<file path="config.mk">
export PLATFORM = sky130hd
export DESIGN_NAME = cordic_sequencer
export DESIGN_NICKNAME = d
export VERILOG_FILES = /design/src/rtl/cordic_pkg.sv /design/src/rtl/cordic_sample_fifo.sv /design/src/rtl/cordic_sequencer.sv
export SDC_FILE = /design/constraint.sdc
export NUM_CORES = 1
export LEC_CHECK = 0
export CAP_MARGIN = 15
export CORE_ASPECT_RATIO = 1.5
export CORE_UTILIZATION = 42
export CTS_BUF_LIST = sky130_fd_sc_hd__clkbuf_4 sky130_fd_sc_hd__clkbuf_8 sky130_fd_sc_hd__clkbuf_16
export DETAILED_ROUTE_END_ITERATION = 7
export DONT_BUFFER_PORTS = 1
export PLACE_DENSITY = 0.56
export SLEW_MARGIN = 10
export SYNTH_ARGS = -nofsm -noshare
export SYNTH_HDL_FRONTEND = slang
export SYNTH_SLANG_ARGS = --single-unit
</file>
<file path="constraint.sdc">
create_clock -name CLK -period 2.8 [get_ports CLK]
set_input_delay 0.42 -clock CLK [delete_from_list [all_inputs] [get_ports CLK]]
set_output_delay 0.42 -clock CLK [all_outputs]
set_load 0.1 [all_outputs]
</file>
<file path="src/rtl/cordic_pkg.sv">
// cordic_pkg: shared widths, constants, FSM state type and saturation helpers
// for the CORDIC sequencer. No ports; imported by cordic_sample_fifo users and
// cordic_sequencer.
package cordic_pkg;

  localparam int DW           = 13;
  localparam logic signed [DW-1:0] PI_Q10 = 13'sd3217;
  localparam int CORE_LATENCY = 15;

  localparam logic signed [DW-1:0] S_MAX = 13'sd4095;
  localparam logic signed [DW-1:0] S_MIN = 13'sh1000;

  typedef enum logic [1:0] {
    IDLE = 2'd0,
    LOAD = 2'd1,
    WAIT = 2'd2,
    HOLD = 2'd3
  } state_e;

  // Two's-complement negate; the single unrepresentable case -4096 clamps to 4095.
  function automatic logic signed [DW-1:0] sat_neg(input logic signed [DW-1:0] x);
    if (x == S_MIN) return S_MAX;
    return -x;
  endfunction

  // Clamp a DW+1-bit signed value into DW-bit signed range.
  function automatic logic signed [DW-1:0] sat_narrow(input logic signed [DW:0] x);
    logic signed [DW:0] hi;
    logic signed [DW:0] lo;
    hi = {S_MAX[DW-1], S_MAX};
    lo = {S_MIN[DW-1], S_MIN};
    if (x > hi) return S_MAX;
    if (x < lo) return S_MIN;
    return x[DW-1:0];
  endfunction

endpackage

</file>
<file path="src/rtl/cordic_sample_fifo.sv">
// cordic_sample_fifo: synchronous FIFO holding packed {I,Q} samples.
// Latency: written entry visible at head the cycle after push.
// Backpressure: full_o/empty_o decoded from the registered occupancy count only.
// Ports: CLK, RESET_N (async active-low), push_i/push_dat_i write side,
//        pop_i/head_dat_o read side (head is combinational), full_o, empty_o.
module cordic_sample_fifo #(
  parameter int DEPTH = 4,
  parameter int W     = 26
) (
  input  logic         CLK,
  input  logic         RESET_N,
  input  logic         push_i,
  input  logic [W-1:0] push_dat_i,
  input  logic         pop_i,
  output logic [W-1:0] head_dat_o,
  output logic         full_o,
  output logic         empty_o
);
  localparam int AW = $clog2(DEPTH);

  logic [W-1:0]  mem_q [DEPTH];
  logic [AW-1:0] wr_q;
  logic [AW-1:0] rd_q;
  logic [AW:0]   cnt_q;

  // Pointers are AW bits wide, so they wrap modulo DEPTH for free.
  always_ff @(posedge CLK or negedge RESET_N) begin
    if (!RESET_N) begin
      wr_q  <= '0;
      rd_q  <= '0;
      cnt_q <= '0;
    end else begin
      if (push_i) wr_q <= wr_q + AW'(1);
      if (pop_i)  rd_q <= rd_q + AW'(1);
      case ({push_i, pop_i})
        2'b10:   cnt_q <= cnt_q + (AW+1)'(1);
        2'b01:   cnt_q <= cnt_q - (AW+1)'(1);
        default: cnt_q <= cnt_q;
      endcase
    end
  end

  always_ff @(posedge CLK) begin
    if (push_i) mem_q[wr_q] <= push_dat_i;
  end

  assign head_dat_o = mem_q[rd_q];
  assign full_o     = (cnt_q == (AW+1)'(DEPTH));
  assign empty_o    = (cnt_q == '0);

endmodule

</file>
<file path="src/rtl/cordic_sequencer.sv">
// cordic_sequencer: buffers I/Q samples and runs them one at a time through the
// iterative CORDIC vector-mode core, returning phase/magnitude on a valid/ready stream.
// Latency: 18 cycles push-to-out_valid with a 15-cycle core (19 with pre-rotation).
// Backpressure: in_ready = FIFO not full; a held result blocks issue of the next sample.
// Optional: define CORDIC_SEQ_QUAD_PRE_EN for quadrant pre-rotation (phase range +/-pi).
// Ports: CLK, RESET_N; in_valid/in_ready/in_i/in_q sample input; out_valid/out_ready/
//        out_pm/out_am/out_err result output; cordic_* wire straight to the core.
module cordic_sequencer
  import cordic_pkg::*;
#(
  parameter int FIFO_DEPTH  = 4,
  parameter int TIMEOUT_CYC = 31
) (
  input  logic                 CLK,
  input  logic                 RESET_N,
  input  logic                 in_valid,
  output logic                 in_ready,
  input  logic signed [DW-1:0] in_i,
  input  logic signed [DW-1:0] in_q,
  output logic                 out_valid,
  input  logic                 out_ready,
  output logic signed [DW-1:0] out_pm,
  output logic        [DW-1:0] out_am,
  output logic                 out_err,
  output logic signed [DW-1:0] cordic_i,
  output logic signed [DW-1:0] cordic_q,
  output logic                 cordic_enable,
  input  logic signed [DW-1:0] cordic_pm,
  input  logic        [DW-1:0] cordic_am,
  input  logic                 cordic_ready
);
  localparam int TW = $clog2(TIMEOUT_CYC + 1);

  state_e               state_q, state_d;
  logic [TW-1:0]        tmo_q, tmo_d;
  logic signed [DW-1:0] cor_i_q, cor_i_d, cor_q_q, cor_q_d;
  logic                 out_vld_q, out_err_q;
  logic signed [DW-1:0] out_pm_q;
  logic [DW-1:0]        out_am_q;

  logic                 fifo_full, fifo_empty, pop, cap, abort;
  logic [2*DW-1:0]      head;
  logic signed [DW-1:0] head_i, head_q;

  logic                 res_vld, res_err;
  logic signed [DW-1:0] res_pm;
  logic [DW-1:0]        res_am;

  cordic_sample_fifo #(.DEPTH(FIFO_DEPTH), .W(2*DW)) u_fifo (
    .CLK        (CLK),
    .RESET_N    (RESET_N),
    .push_i     (in_valid & in_ready),
    .push_dat_i ({in_i, in_q}),
    .pop_i      (pop),
    .head_dat_o (head),
    .full_o     (fifo_full),
    .empty_o    (fifo_empty)
  );

  assign in_ready = !fifo_full;
  assign head_i   = head[2*DW-1:DW];
  assign head_q   = head[DW-1:0];

  always_comb begin
    state_d = state_q;
    tmo_d   = tmo_q;
    pop     = 1'b0;
    cap     = 1'b0;
    abort   = 1'b0;
    unique case (state_q)
      IDLE: if (!fifo_empty && !out_vld_q) begin
        pop     = 1'b1;
        state_d = LOAD;
      end
      LOAD: begin
        tmo_d   = '0;
        state_d = WAIT;
      end
      WAIT: begin
        tmo_d = tmo_q + TW'(1);
        // tmo_q==0 marks the first WAIT cycle; ready then is the previous op's.
        if (tmo_q != '0 && cordic_ready) begin
          cap     = 1'b1;
          state_d = HOLD;
        end else if (tmo_q == TW'(TIMEOUT_CYC - 1)) begin
          abort   = 1'b1;
          state_d = HOLD;
        end
      end
      HOLD: if (out_vld_q && out_ready) state_d = IDLE;
      default: state_d = IDLE;
    endcase
  end

  always_comb begin
    cor_i_d = cor_i_q;
    cor_q_d = cor_q_q;
    if (pop) begin
`ifdef CORDIC_SEQ_QUAD_PRE_EN
      // Rotate left-half-plane samples by pi so the core stays in its range.
      cor_i_d = head_i[DW-1] ? sat_neg(head_i) : head_i;
      cor_q_d = head_i[DW-1] ? sat_neg(head_q) : head_q;
`else
      cor_i_d = head_i;
      cor_q_d = head_q;
`endif
    end
  end

`ifdef CORDIC_SEQ_QUAD_PRE_EN
  logic                 neg_q, qpos_q;
  logic                 stg_vld_q, stg_err_q;
  logic signed [DW-1:0] stg_pm_q;
  logic [DW-1:0]        stg_am_q;
  logic signed [DW:0]   pm_ext, pi_ext, pm_wide;

  always_ff @(posedge CLK or negedge RESET_N) begin
    if (!RESET_N) begin
      neg_q     <= 1'b0;
      qpos_q    <= 1'b0;
      stg_vld_q <= 1'b0;
      stg_err_q <= 1'b0;
      stg_pm_q  <= '0;
      stg_am_q  <= '0;
    end else begin
      if (pop) begin
        neg_q  <= head_i[DW-1];
        qpos_q <= !head_q[DW-1];
      end
      stg_vld_q <= cap | abort;
      if (cap) begin
        stg_pm_q  <= cordic_pm;
        stg_am_q  <= cordic_am;
        stg_err_q <= 1'b0;
      end else if (abort) begin
        stg_pm_q  <= '0;
        stg_am_q  <= '0;
        stg_err_q <= 1'b1;
      end
    end
  end

  // Undo the pi pre-rotation toward the half-plane the original Q pointed to.
  assign pm_ext  = {stg_pm_q[DW-1], stg_pm_q};
  assign pi_ext  = {PI_Q10[DW-1], PI_Q10};
  assign pm_wide = qpos_q ? (pm_ext + pi_ext) : (pm_ext - pi_ext);

  assign res_vld = stg_vld_q;
  assign res_err = stg_err_q;
  assign res_am  = stg_am_q;
  assign res_pm  = (neg_q && !stg_err_q) ? sat_narrow(pm_wide) : stg_pm_q;
`else
  assign res_vld = cap | abort;
  assign res_err = abort;
  assign res_am  = cap ? cordic_am : '0;
  assign res_pm  = cap ? cordic_pm : '0;
`endif

  always_ff @(posedge CLK or negedge RESET_N) begin
    if (!RESET_N) begin
      state_q   <= IDLE;
      tmo_q     <= '0;
      cor_i_q   <= '0;
      cor_q_q   <= '0;
      out_vld_q <= 1'b0;
      out_err_q <= 1'b0;
      out_pm_q  <= '0;
      out_am_q  <= '0;
    end else begin
      state_q <= state_d;
      tmo_q   <= tmo_d;
      cor_i_q <= cor_i_d;
      cor_q_q <= cor_q_d;
      // A result only arrives from WAIT, so out regs never change while valid.
      if (res_vld) begin
        out_vld_q <= 1'b1;
        out_err_q <= res_err;
        out_pm_q  <= res_pm;
        out_am_q  <= res_am;
      end else if (out_vld_q && out_ready) begin
        out_vld_q <= 1'b0;
      end
    end
  end

  // Decoded from the state flop so reset drops the strobe asynchronously.
  assign cordic_enable = (state_q == LOAD);
  assign cordic_i      = cor_i_q;
  assign cordic_q      = cor_q_q;
  assign out_valid     = out_vld_q;
  assign out_pm        = out_pm_q;
  assign out_am        = out_am_q;
  assign out_err       = out_err_q;

endmodule

</file>
==> impl_results.md <==
* CTS buffer count at 17
* Pre-CTS setup slack at 0.7526 ns
* Largest family of logic cells by synthesized area: multiplexers
* DR DRC count at 0
* Final worst-path cycle share at 0.7271
* Pre-antenna DRT Iters at 4
* DR vias/cell at 5.413
* # nets final at 424
* Worst path required time at 3.14 ns
* Vias at 3064
* Worst Setup End Kind: flop
* Syn avg cell area at 19.27 um2
* HP Class: in -> reg
* # IOs at 113
* Clk sink count at 172
* Die height at 155.9 um
* Clk slew on worst S/H paths at 0.08 ns
* WS Path Type: reg -> reg
* Synth Area in Simple Gates at 0.02171
* Worst skew pair latency at 0.42 ns
* Measured slew at the worst slew-check pin at 0.9524 ns
* Fraction of layout instances using a drive strength above 1 at 0.2807
* Status: completed
* Initial Util at 0.4338
* Most frequent cells in the layout: 104 x edfxtp_1, 67 x dfrtp_1, 27 x mux2_2
* Maximum clock rate at 491.2 MHz
* Sequential share of the synthesized area at 0.7280
* Startpoint Class: flop
* Detailed placement HPWL at 6.897 mm
* # port buffers at 0
* CTS Root Buffer Type: clkbuf_16
* Die span in x at 104.6 um
* # diodes at 0
* Synth Cell Area at 6628 um2
* DRT Wirelength at 11.57 mm
* Flop2flop setup slack at 0.76 ns
* Post-Syn Instances at 344
* Vias in the first global route at 3379
* Antenna viol nets, final at 0
* Mux contribution to synthesized area at 0.1380
* Post-CTS resize count at 0
* Drt wl/cell at 20.44 um
* Final critical-path required period at 2.036 ns
* First-pass GRT wire length at 18.24 mm
* Most common cell after layout, fill and taps aside: edfxtp_1
* GRT overflow at 0
* Largest net degree at the start of global routing at 69
* Row cnt at 55
* Yosys warns at 0
* Clock buffer depth at 2
* Worst path arrival time at 2.38 ns
* Final hold viol count at 0
* Skew final at 0.01390 ns
* Pins Over Slew Limit at 0
* CP max FO at 4
* Yosys reg bits at 172
* TNS Setup at 0 ns
* RSZ-0062 raised after global routing: false
* H-tree depth at 4
* Post-Synth XOR/XNOR Area at 0.007929
* Syn_nets at 414
* Adder-Cell Fraction of Synth Area at 0.02567
* Initial antenna violation count at 0
* Placed cells at 532
* Placer Congestion at 0.6995
* Final setup fails at 0
* Final Worst Setup Slack at 0.7643 ns
* Netlist cell types at 36
* Max Cap Viol at 0
* Area Growth Syn to Fin at 12.12%
* Compound-Gate Fraction of Synth Area at 0.05192
* Die Area at 16300 um2
* TritonCTS clock tree: done
* Fin cells at 566
* Slew Limit Headroom at 0.3651
* Tot GR Track Use at 0.1513
* Starting DRC count in detailed routing at 94
* Core area at 15280 um2
synth_stat cells, drive strengths merged:
master / count / share of area
buf: 13 / 0.017
inv: 13 / 0.0074
o21a: 1 / 0.0011
or3b: 1 / 0.0017
o22ai: 1 / 0.00094
mux2i: 1 / 0.0015
a221oi: 1 / 0.0023
and2: 1 / 0.00094
mux2: 28 / 0.048
xor2: 3 / 0.0040
and3: 5 / 0.0047
a21o: 2 / 0.0023
o21ai: 5 / 0.0038
nor3: 3 / 0.0023
a31o: 1 / 0.0013
edfxtp: 104 / 0.47
xnor2: 3 / 0.0040
nand2: 6 / 0.0034
fa: 1 / 0.0030
clkbuf: 4 / 0.0023
a21oi: 1 / 0.00075
o211a: 1 / 0.0015
nor3b: 2 / 0.0023
nor2: 2 / 0.0011
dfrtp: 68 / 0.26
o32a: 1 / 0.0015
mux4: 26 / 0.088
a31oi: 1 / 0.00094
a21boi: 1 / 0.0011
ha: 12 / 0.023
nand3: 6 / 0.0053
a22o: 26 / 0.034
logic make-up (layout without fill, tap and decap cells):
| kind of cell | after synthesis | in the layout |
|---|---|---|
| flip-flops | 172 | 172 |
| multiplexers | 55 | 55 |
| AND/OR/NAND/NOR | 26 | 26 |
| adder cells (fa/ha/maj) | 13 | 13 |
| XOR/XNOR | 6 | 6 |
| buffers and inverters | 30 | 53 |
| AO/OA/AOI/OAI | 42 | 42 |
metal layers:
layer  wire, um  track usage  vias to the layer above  share of wire
met3        842      0.05723                       14          0.073
li1           -            -                     1357              -
met1       4345       0.1586                     1592           0.38
met4        185      0.06327                        0          0.016
met2       6198       0.2703                      101           0.54
met5          0            0                        -              0
critical path: stages (launching register included):
cell and delay [ns]:
dfrtp_1 0.41, inv_1 0.10, ha_1 0.19, nor3b_2 0.22, ha_1 0.21, inv_1 0.06, fa_1 0.37, xor2_1 0.15
nor2_1 0.10, xor2_1 0.16
state kept, by name, summed over array words and instances (netlist names):
| register | count |
|---|---|
| cordic_i | 13 |
| out_pm | 13 |
| tmo_q | 5 |
| out_err | 1 |
| u_fifo.mem_q | 104 |
| u_fifo.cnt_q | 3 |
| u_fifo.rd_q | 2 |
| state_q | 2 |
| out_valid | 1 |
| cordic_q | 13 |
| out_am | 13 |
| u_fifo.wr_q | 2 |
cell type report:
class                           count  area, um2
Inverter                           13      48.80
Timing Repair Buffer                8      95.09
Clock inverter                     15      146.4
Clock buffer                       17      425.4
Sequential cell                   172       4826
Tap cell                          199      249.0
Multi-Input combinational cell    142       1640
Fill cell                        1289       7846
final timing paths:
check,depth (start not counted),startpoint,endpoint
setup / recovery,9,state_q[0],u_fifo.cnt_q[2]
hold / removal,0,in_q[12],u_fifo.mem_q[2][12]
setup reg to reg,9,state_q[0],u_fifo.cnt_q[2]
hold reg to reg,1,u_fifo.cnt_q[0],u_fifo.cnt_q[0]
max in group asynchronous,2,RESET_N,u_fifo.rd_q[0]
min in group asynchronous,2,RESET_N,cordic_q[10]
per-stage QoR:
stage	cell area (um2)	utilization	hold WS, ns
global route	7431	0.4864	0.06021
floorplan	6633	-	0.1244
CTS	7431	0.4864	0.07043
detailed placement	6822	0.4465	0.1257
global placement	6822	0.4465	0.1257
finish	7431	0.4864	0.08489
repair_timing:
action / 4_1_cts / 5_1_grt
hold buffers: 2 / 0
endpoints found under the hold margin: 68 / 0
buffers inserted: 0 / 0
setup endpoints to repair: 0 / 0
Power is not shown: default switching activity piles up to over one toggle a cycle in this logic, so the estimate is an artifact.
